[config.mk]
export PLATFORM = sky130hd
export DESIGN_NAME = freq_entry_to_k
export DESIGN_NICKNAME = d
export VERILOG_FILES = /design/src/rtl/freq_entry_to_k.sv
export SDC_FILE = /design/constraint.sdc
export NUM_CORES = 1
export LEC_CHECK = 0
export BUFFER_PORTS_ARGS = -buffer_cell sky130_fd_sc_hd__buf_2
export CAP_MARGIN = 25
export CORE_UTILIZATION = 45
export CTS_BUF_LIST = sky130_fd_sc_hd__clkbuf_4 sky130_fd_sc_hd__clkbuf_8
export CTS_CLUSTER_SIZE = 24
export DETAILED_ROUTE_END_ITERATION = 10
export PLACE_DENSITY_LB_ADDON = 0.12
export SLEW_MARGIN = 30
export SYNTH_ARGS = -nofsm -noshare
export SYNTH_HDL_FRONTEND = slang
export SYNTH_SLANG_ARGS = --single-unit
[constraint.sdc]
create_clock -name clk -period 5.3 [get_ports clk]
set_input_delay 1.06 -clock clk [delete_from_list [all_inputs] [get_ports clk]]
set_output_delay 1.06 -clock clk [all_outputs]
set_load 0.01 [all_outputs]
[src/rtl/freq_entry_to_k.sv]
// freq_entry_to_k: packed-BCD frequency setpoint (Hz) to DDS tuning word K = floor(freq_hz / DIVISOR).
// Sequential engine: digit check, MSD-first BCD-to-binary accumulate, then restoring divide by a constant.
module freq_entry_to_k #(
    parameter int NDIG    = 6,
    parameter int FREQ_W  = 20,
    parameter int DIVISOR = 6
) (
    input  logic              clk,
    input  logic              rst,
    input  logic              start,
    input  logic [4*NDIG-1:0] digits_combined,
    output logic [23:0]       K,
    output logic              valid,
    output logic              err,
    output logic              busy
);
    localparam int K_W     = 24;
    localparam int CNT_MAX = (NDIG > FREQ_W) ? NDIG : FREQ_W;
    localparam int CNT_W   = $clog2(CNT_MAX + 1);
    localparam logic [FREQ_W:0] REM_DIV = (FREQ_W + 1)'(DIVISOR);

    typedef enum logic [1:0] {
        S_IDLE,
        S_CHECK,
        S_ACCUM,
        S_DIV
    } state_t;

    state_t              state_q;
    logic [4*NDIG-1:0]   digits_q;
    logic [FREQ_W-1:0]   acc_q;
    logic [FREQ_W:0]     rem_q;
    logic [FREQ_W-1:0]   quo_q;
    logic [CNT_W-1:0]    cnt_q;
    logic [K_W-1:0]      k_q;
    logic                valid_q;
    logic                err_q;
    logic                busy_q;

    logic                digit_bad;
    logic [3:0]          digit_sel;
    logic [FREQ_W-1:0]   acc_d;
    logic [FREQ_W:0]     rem_shift;
    logic [FREQ_W:0]     rem_d;
    logic [FREQ_W-1:0]   quo_d;

    always_comb begin
        // NOTE: every signal written here gets a default first, so no path can infer a latch.
        digit_bad = 1'b0;
        digit_sel = '0;
        for (int i = 0; i < NDIG; i++) begin
            if (digits_q[4*i +: 4] > 4'd9) digit_bad = 1'b1;
            if (cnt_q == CNT_W'(i)) digit_sel = digits_q[4*i +: 4];
        end

        // acc*10 + digit without a multiplier
        acc_d = (acc_q << 3) + (acc_q << 1) + FREQ_W'(digit_sel);

        // One restoring-division step: bring in the next dividend bit, subtract if it fits
        rem_shift = (rem_q << 1) | {{FREQ_W{1'b0}}, acc_q[FREQ_W-1]};
        if (rem_shift >= REM_DIV) begin
            rem_d = rem_shift - REM_DIV;
            quo_d = (quo_q << 1) | {{(FREQ_W-1){1'b0}}, 1'b1};
        end else begin
            rem_d = rem_shift;
            quo_d = quo_q << 1;
        end
    end

    always_ff @(posedge clk) begin
        // NOTE: sequential state uses non-blocking assignments only, so all registers see pre-edge values.
        if (rst) begin
            state_q  <= S_IDLE;
            digits_q <= '0;
            acc_q    <= '0;
            rem_q    <= '0;
            quo_q    <= '0;
            cnt_q    <= '0;
            k_q      <= '0;
            valid_q  <= 1'b0;
            err_q    <= 1'b0;
            busy_q   <= 1'b0;
        end else begin
            valid_q <= 1'b0;
            err_q   <= 1'b0;
            case (state_q)
                S_IDLE: begin
                    if (start) begin
                        digits_q <= digits_combined;
                        busy_q   <= 1'b1;
                        state_q  <= S_CHECK;
                    end
                end
                S_CHECK: begin
                    if (digit_bad) begin
                        valid_q <= 1'b1;
                        err_q   <= 1'b1;
                        busy_q  <= 1'b0;
                        state_q <= S_IDLE;
                    end else begin
                        acc_q   <= '0;
                        cnt_q   <= CNT_W'(NDIG - 1);
                        state_q <= S_ACCUM;
                    end
                end
                S_ACCUM: begin
                    acc_q <= acc_d;
                    if (cnt_q == '0) begin
                        cnt_q   <= CNT_W'(FREQ_W - 1);
                        rem_q   <= '0;
                        quo_q   <= '0;
                        state_q <= S_DIV;
                    end else begin
                        cnt_q <= cnt_q - 1'b1;
                    end
                end
                S_DIV: begin
                    rem_q <= rem_d;
                    quo_q <= quo_d;
                    acc_q <= acc_q << 1;
                    if (cnt_q == '0) begin
                        k_q     <= K_W'(quo_d);
                        valid_q <= 1'b1;
                        busy_q  <= 1'b0;
                        state_q <= S_IDLE;
                    end else begin
                        cnt_q <= cnt_q - 1'b1;
                    end
                end
                default: state_q <= S_IDLE;
            endcase
        end
    end

    assign K     = k_q;
    assign valid = valid_q;
    assign err   = err_q;
    assign busy  = busy_q;

endmodule

==> impl_metrics.env, run 1 <==
export IMPL_peakVddDrop_mv=0.190
export IMPL_netlist_area_leader_share_pct=37.3
export IMPL_maxCapViolCount=0
export IMPL_drtAntennaViolNets=0
export IMPL_cts_sinks=113
export IMPL_htree_levels=4
export IMPL_ys_flop_type="dfxtp_1"
export IMPL_dp_cells=952
export IMPL_swShare_pct=28.6
export IMPL_design_core_area_um2=13200
export IMPL_instances_no_fill=982
export IMPL_period_needed_ns=4.01
export IMPL_wirelength_mm=15.1
export IMPL_seqPwrFrac_pct=43.8
export IMPL_hold_class="flip-flop to flip-flop"
export IMPL_dr_pass1_iters=8
export IMPL_die_w_um=118
export IMPL_die_h_um=118
export IMPL_ff2ff_path_depth=16
export IMPL_p_leak_uw=0.00283
export IMPL_cp_end_kind="flip-flop"
export IMPL_grt_setup_unrepaired="false"
export IMPL_initial_core_util_pct=46.0
export IMPL_clock_power_share_pct=40.8
export IMPL_fin_nets=864
export IMPL_power_frac_comb_pct=15.4
export IMPL_io_buffers=49
export IMPL_violations="design-rule violations"
export IMPL_post_route_period_util_pct=75.6
export IMPL_slew_headroom_pct=40.7
export IMPL_dieArea_um2=13900
export IMPL_path_clk_slew_ns=0.07
export IMPL_grt_overflow_total=0
export IMPL_yosysWarnings=0
export IMPL_synthArstFlopShare_pct=0
export IMPL_grt_max_degree=63
export IMPL_ios=54
export IMPL_area_growth_pct=12.4
export IMPL_post_cts_buffers=0
export IMPL_setup_tns_ns=0
export IMPL_antenna_found_initial=0
export IMPL_finalHoldViolCount=0
export IMPL_min_path_cells=2
export IMPL_internal_power_uw=1490
export IMPL_wl_per_cell_um=15.4
export IMPL_ys_top_cells_by_area="dfxtp_1, nand2_1, ha_1"
export IMPL_synth_top_area_cell="dfxtp_1"
export IMPL_status="finished with violations"
export IMPL_fill_cells=1275
export IMPL_cts_buffer_depth=2
export IMPL_synth_most_common_cell="nand2_1"
export IMPL_setup_viol=0
export IMPL_final_max_slew_viol_count=0
export IMPL_fmax_ghz=0.250
export IMPL_cts_resized=0
export IMPL_grt_pass1_vias=5364
export IMPL_synth_cell_types=59
export IMPL_layout_drive_gt1_share_pct=12.0
export IMPL_switchingPower_uw=599
export IMPL_place_hpwl_mm=10.6
export IMPL_grt_usage_pct=22.8
export IMPL_synth_edff_count=0
export IMPL_via_count=5574
export IMPL_num_rows=42
export IMPL_fin_worst_skew_ns=0.0115
export IMPL_initialDrtViolationCount=418
export IMPL_cts_buffers=17
export IMPL_place_gp_congestion=0.904
export IMPL_tritoncts="built"
export IMPL_power_density_nw_per_um2=307
export IMPL_path_max_fanout=8
export IMPL_cp_data_arrival_time_ns=4.32
export IMPL_antenna_cells=0
export IMPL_cp_required_ns=5.62
export IMPL_worst_setup_path_type="flip-flop to flip-flop"
export IMPL_worst_slew_pin_slew_ns=0.888
export IMPL_ys_ff_latch=113
export IMPL_seq_area_frac_synth_pct=37.3
export IMPL_hold_buffers=0
export IMPL_grt_pass1_wl_mm=25.8
export IMPL_cts_root_buf="clkbuf_8"
export IMPL_yosys_top_cells_count="nand2_1, dfxtp_1, a21oi_1"
export IMPL_synth_cells=762
export IMPL_drc=1
export IMPL_detail_route_vias_per_cell=5.68
export IMPL_netlist_area_um2=6060
export IMPL_synth_avg_cell_area_um2=7.96
export IMPL_clk_latency_ns=0.43
export IMPL_cp_start_kind="flip-flop"
-- logic make-up (layout without fill, tap and decap cells) --
logic type | count (synthesis) | after routing | share of synthesized area (%)
XOR/XNOR | 22 | 22 | 3.18
buffers and inverters | 62 | 103 | 4.21
AND/OR/NAND/NOR | 278 | 278 | 20.1
flip-flops | 113 | 113 | 37.3
other | 1 | 4 | 0.0618
multiplexers | 14 | 14 | 2.39
adder cells (fa/ha/maj) | 42 | 42 | 8.91
AO/OA/AOI/OAI | 230 | 230 | 23.8
-- flip-flops by register name, summed over array words and instances (netlist names), named ones only --
register / count
valid: 1
state_q: 1
err: 1
acc_q: 20
digits_q: 24
K: 20
quo_q: 19
cnt_q: 5
rem_q: 20
busy: 1
-- power by group through the flow --
| stage | logic (uW) | clock network [uW] | registers (uW) |
|---|---|---|---|
| final | 323 | 853 | 918 |
| after global routing | 365 | 919 | 922 |
| after CTS | 323 | 875 | 918 |
| after detailed placement | 322 | 0 | 937 |
| after global placement | 313 | 0 | 936 |
| after floorplan | 242 | 0 | 920 |
-- metal layers --
metal	vias to the layer above	global-route usage, %	share of wire, %
met5	-	0	0
met2	152	36.1	46
li1	2773	-	-
met3	17	5.86	5.3
met4	0	6.97	1.2
met1	2632	30.2	48
-- critical path: stages, from the launching register on --
cell and delay (ns):
dfxtp_1 0.44, inv_1 0.13, ha_1 0.30, nor2b_1 0.17, o31ai_1 0.24, a22oi_1 0.11
nand2_1 0.10, o21ai_0 0.11, fa_1 0.49, inv_1 0.07, ha_1 0.29, a21o_1 0.17
and4_1 0.22, or2_2 0.31, a221oi_1 0.33, mux2i_1 0.12, a221o_1 0.29
-- worst paths after layout --
path	slack (ns)	startpoint	to
max	1.29	cnt_q[0]	acc_q[11]
min	0.46	rem_q[19]	rem_q[19]
max reg2reg	1.29	cnt_q[0]	acc_q[11]
min reg2reg	0.46	rem_q[19]	rem_q[19]
-- metrics by stage --
stage	instance area, um^2	power [uW]	hold WS [ns]	util (%)	setup WS [ns]
final	6820	2090	0.456	51.7	1.29
after global routing	6820	2210	0.477	51.7	0.957
after CTS	6820	2120	0.458	51.7	1.30
after detailed placement	6400	1260	0.444	48.5	1.32
after global placement	6400	1250	0.438	48.5	1.45
after floorplan	6070	1160	0.420	-	1.62
-- cell type report --
class / count / area (um^2) / share of cell area (%)
flip-flops and latches: 113 / 2260 / 33.2
repair buffers: 56 / 298 / 4.37
clock inverters: 9 / 133 / 1.95
multi-input cells: 590 / 3560 / 52.2
clock buffers: 21 / 283 / 4.15
well taps: 176 / 220 / 3.23
inverters: 17 / 63.8 / 0.936
-- cell usage in the layout (no fill, tap or decap), types with 7 or more instances in the layout --
| cell | count |
|---|---|
| nor2_1 | 59 |
| buf_4 | 7 |
| dfxtp_1 | 113 |
| mux2i_1 | 10 |
| ha_1 | 40 |
| a22oi_1 | 33 |
| nand2_1 | 150 |
| xor2_1 | 10 |
| clkbuf_8 | 20 |
| xnor2_1 | 12 |
| inv_1 | 17 |
| a21o_1 | 8 |
| a21oi_1 | 77 |
| buf_2 | 49 |
| nor4_1 | 7 |
| nor3_1 | 13 |
| o21ai_0 | 46 |
| nor2b_1 | 7 |
Power figures use the tool's default switching activity.
==> run 2: changes to the inputs <==
==> constraint.sdc (replaced) <==
create_clock -name clk -period 3.6 [get_ports clk]
set_input_delay 0.72 -clock clk [delete_from_list [all_inputs] [get_ports clk]]
set_output_delay 0.72 -clock clk [all_outputs]
set_load 0.01 [all_outputs]
==> run 2 against run 1 <==
Effect of this change:
- the flow now finishes without violations
- non-clock buffer count is 16 higher
- count of clock-buffer cells in the layout is 1 higher
- clock power is 57% higher
- critical endpoint is now acc_q[14]
- largest cell class unchanged
==> impl_metrics.env, run 2 (synthesis gave the netlist of run 1 again) <==
export IMPL_status="complete, no violations"
export IMPL_layout_drive_gt1_share_pct=16.2
export IMPL_dieArea_um2=13900
export IMPL_place_ws_ns=-0.108
export IMPL_setup_tns_ns=0
export IMPL_cp_required_ns=3.94
export IMPL_grt_max_degree=59
export IMPL_grt_pass1_wl_mm=25.6
export IMPL_cts_buffer_depth=2
export IMPL_worstPathCellList="inv_4 -> ha_4 -> buf_6 -> nand3b_1 -> a21oi_1 -> a21oi_1 -> o21ai_1 -> a22oi_1 -> a21oi_1 -> ha_1 -> ha_4 -> fa_2 -> a211oi_2 -> o211ai_1 -> o2111ai_2 -> nor2_1 -> a31o_2 -> a22o_1"
export IMPL_antenna_cells=0
export IMPL_clock_power_share_pct=41.2
export IMPL_swShare_pct=27.7
export IMPL_cts_root_buf="clkbuf_8"
export IMPL_endpoint="acc_q[14]"
export IMPL_wl_per_cell_um=15.2
export IMPL_r2r_setup_slack_ns=0.17
export IMPL_grt_setup_unrepaired="true"
export IMPL_top_register="digits_q"
export IMPL_fill_cells=1264
export IMPL_die_w_um=118
export IMPL_cts_buffers=17
export IMPL_final_common_cell="nand2_1"
export IMPL_via_count=5575
export IMPL_reg2reg_to="acc_q[14]"
export IMPL_die_h_um=118
export IMPL_clk_latency_ns=0.44
export IMPL_wirelength_mm=15.2
export IMPL_initialDrtViolationCount=406
export IMPL_cp_start_kind="flip-flop"
export IMPL_grt_usage_pct=22.6
export IMPL_worst_slew_pin_slew_ns=0.948
export IMPL_period_needed_ns=3.43
export IMPL_tritoncts="built"
export IMPL_fin_worst_skew_ns=0.0124
export IMPL_maxCapViolCount=0
export IMPL_peakVddDrop_mv=0.288
export IMPL_cp_common_cell="a21oi_1"
export IMPL_antenna_found_initial=0
export IMPL_slowest_stage="fa_2"
export IMPL_grt_pass1_vias=5326
export IMPL_ff2ff_path_depth=18
export IMPL_drtAntennaViolNets=0
export IMPL_timing_rr_start="cnt_q[0]"
export IMPL_htree_levels=4
export IMPL_place_hpwl_mm=10.8
export IMPL_final_max_slew_viol_count=0
export IMPL_layout_common_cells="nand2_1, dfxtp_1, a21oi_1, nor2_1, buf_2"
export IMPL_worst_setup_path_type="flip-flop to flip-flop"
export IMPL_switchingPower_uw=901
export IMPL_drc=0
export IMPL_layout_setup_ws_ns=0.166
export IMPL_num_rows=42
export IMPL_place_gp_congestion=0.933
export IMPL_grt_overflow_total=0
export IMPL_slew_headroom_pct=36.8
export IMPL_setup_viol=0
export IMPL_power_frac_comb_pct=17.3
export IMPL_path_clk_slew_ns=0.07
export IMPL_internal_power_uw=2350
export IMPL_post_route_period_util_pct=95.4
export IMPL_path_max_fanout=6
export IMPL_finalHoldViolCount=0
export IMPL_hold_class="flip-flop to flip-flop"
export IMPL_area_growth_pct=17.0
export IMPL_max_stage_delay_ns=0.40
export IMPL_io_buffers=49
export IMPL_ios=54
export IMPL_fin_nets=880
export IMPL_fmax_ghz=0.291
export IMPL_cp_data_arrival_time_ns=3.77
export IMPL_cp_end_kind="flip-flop"
export IMPL_cts_sinks=113
export IMPL_power_density_nw_per_um2=459
export IMPL_design_core_area_um2=13200
export IMPL_detail_route_vias_per_cell=5.58
export IMPL_largest_reg_flops=24
export IMPL_seqPwrFrac_pct=41.5
export IMPL_post_cts_buffers=0
export IMPL_initial_core_util_pct=46.0
export IMPL_p_leak_uw=0.00293
export IMPL_dr_pass1_iters=5
export IMPL_worstSetupStartpoint="cnt_q[0]"
==> run 2: changes by cell type in the layout (fill, tap and decap cells not counted), moves of 2 or more <==
cell      change
a221oi_1      -2
ha_1          -5
buf_4        +14
a221oi_2      +2
o21ai_1       +2
inv_4         +2
inv_1         -3
dfxtp_1       -2
ha_4          +5
buf_6         +2
o21ai_0       -3
==> run 2: per-stage QoR <==
stage / power [uW] / cells / util (%) / cell area [um^2] / hold slack, ns
after global placement: 1880 / 968 / 49.5 / 6530 / 0.431
after floorplan: 1710 / 765 / - / 6080 / 0.420
final: 3250 / 999 / 53.8 / 7090 / 0.443
after CTS: 3240 / 999 / 53.0 / 7000 / 0.451
after detailed placement: 1890 / 968 / 49.5 / 6530 / 0.441
after global routing: 3410 / 999 / 53.8 / 7090 / 0.479
==> run 2: power by group through the flow <==
stage                     Clock [uW]  Sequential [uW]  Combinational [uW]
after global routing            1420             1360                 629
after detailed placement           0             1370                 515
after floorplan                    0             1350                 358
final                           1340             1350                 562
after global placement             0             1370                 509
after CTS                       1380             1340                 519
==> run 2: area by class of cell <==
class / instances / area (um^2) / share of cell area [%]
clock buffers: 22 / 297 / 4.18
clock inverters: 9 / 154 / 2.17
inverters: 17 / 68.8 / 0.970
multi-input cells: 590 / 3660 / 51.6
flip-flops and latches: 113 / 2270 / 32.0
well taps: 176 / 220 / 3.10
repair buffers: 72 / 425 / 6.00
==> run 2: worst min-delay path by stage <==
| stage | start | to | slack, ns | depth (start not counted) |
|---|---|---|---|---|
| floorplan | rem_q[19] | rem_q[19] | 0.42 | 2 |
| global placement | rem_q[19] | rem_q[19] | 0.43 | 2 |
| detailed placement | rem_q[19] | rem_q[19] | 0.44 | 2 |
| CTS | rem_q[19] | rem_q[19] | 0.45 | 2 |
| global route | digits_q[0] | digits_q[0] | 0.48 | 2 |
| finish | rem_q[19] | rem_q[19] | 0.44 | 2 |
==> run 2: critical path, delay by kind of cell, from the launching register on <==
| kind | cells | cell delay [ns] |
|---|---|---|
| AO/OA/AOI/OAI | 10 | 1.54 |
| adder cells (fa/ha/maj) | 4 | 1.09 |
| buffers and inverters | 2 | 0.17 |
| flip-flops | 1 | 0.38 |
| AND/OR/NAND/NOR | 2 | 0.14 |
==> run 2: repair_timing <==
| action | 4_1_cts | 5_1_grt |
|---|---|---|
| pin swaps | 5 | 22 |
| endpoints found under the setup margin | 5 | 14 |
| hold buffers | 0 | 0 |
| gates resized for setup | 5 | 26 |
==> run 2: routing by layer <==
metal / global-route usage [%] / wire (um)
met1: 29.2 / 7350
met2: 36.7 / 7060
met3: 4.94 / 570
met4: 8.81 / 256
met5: 0 / 0
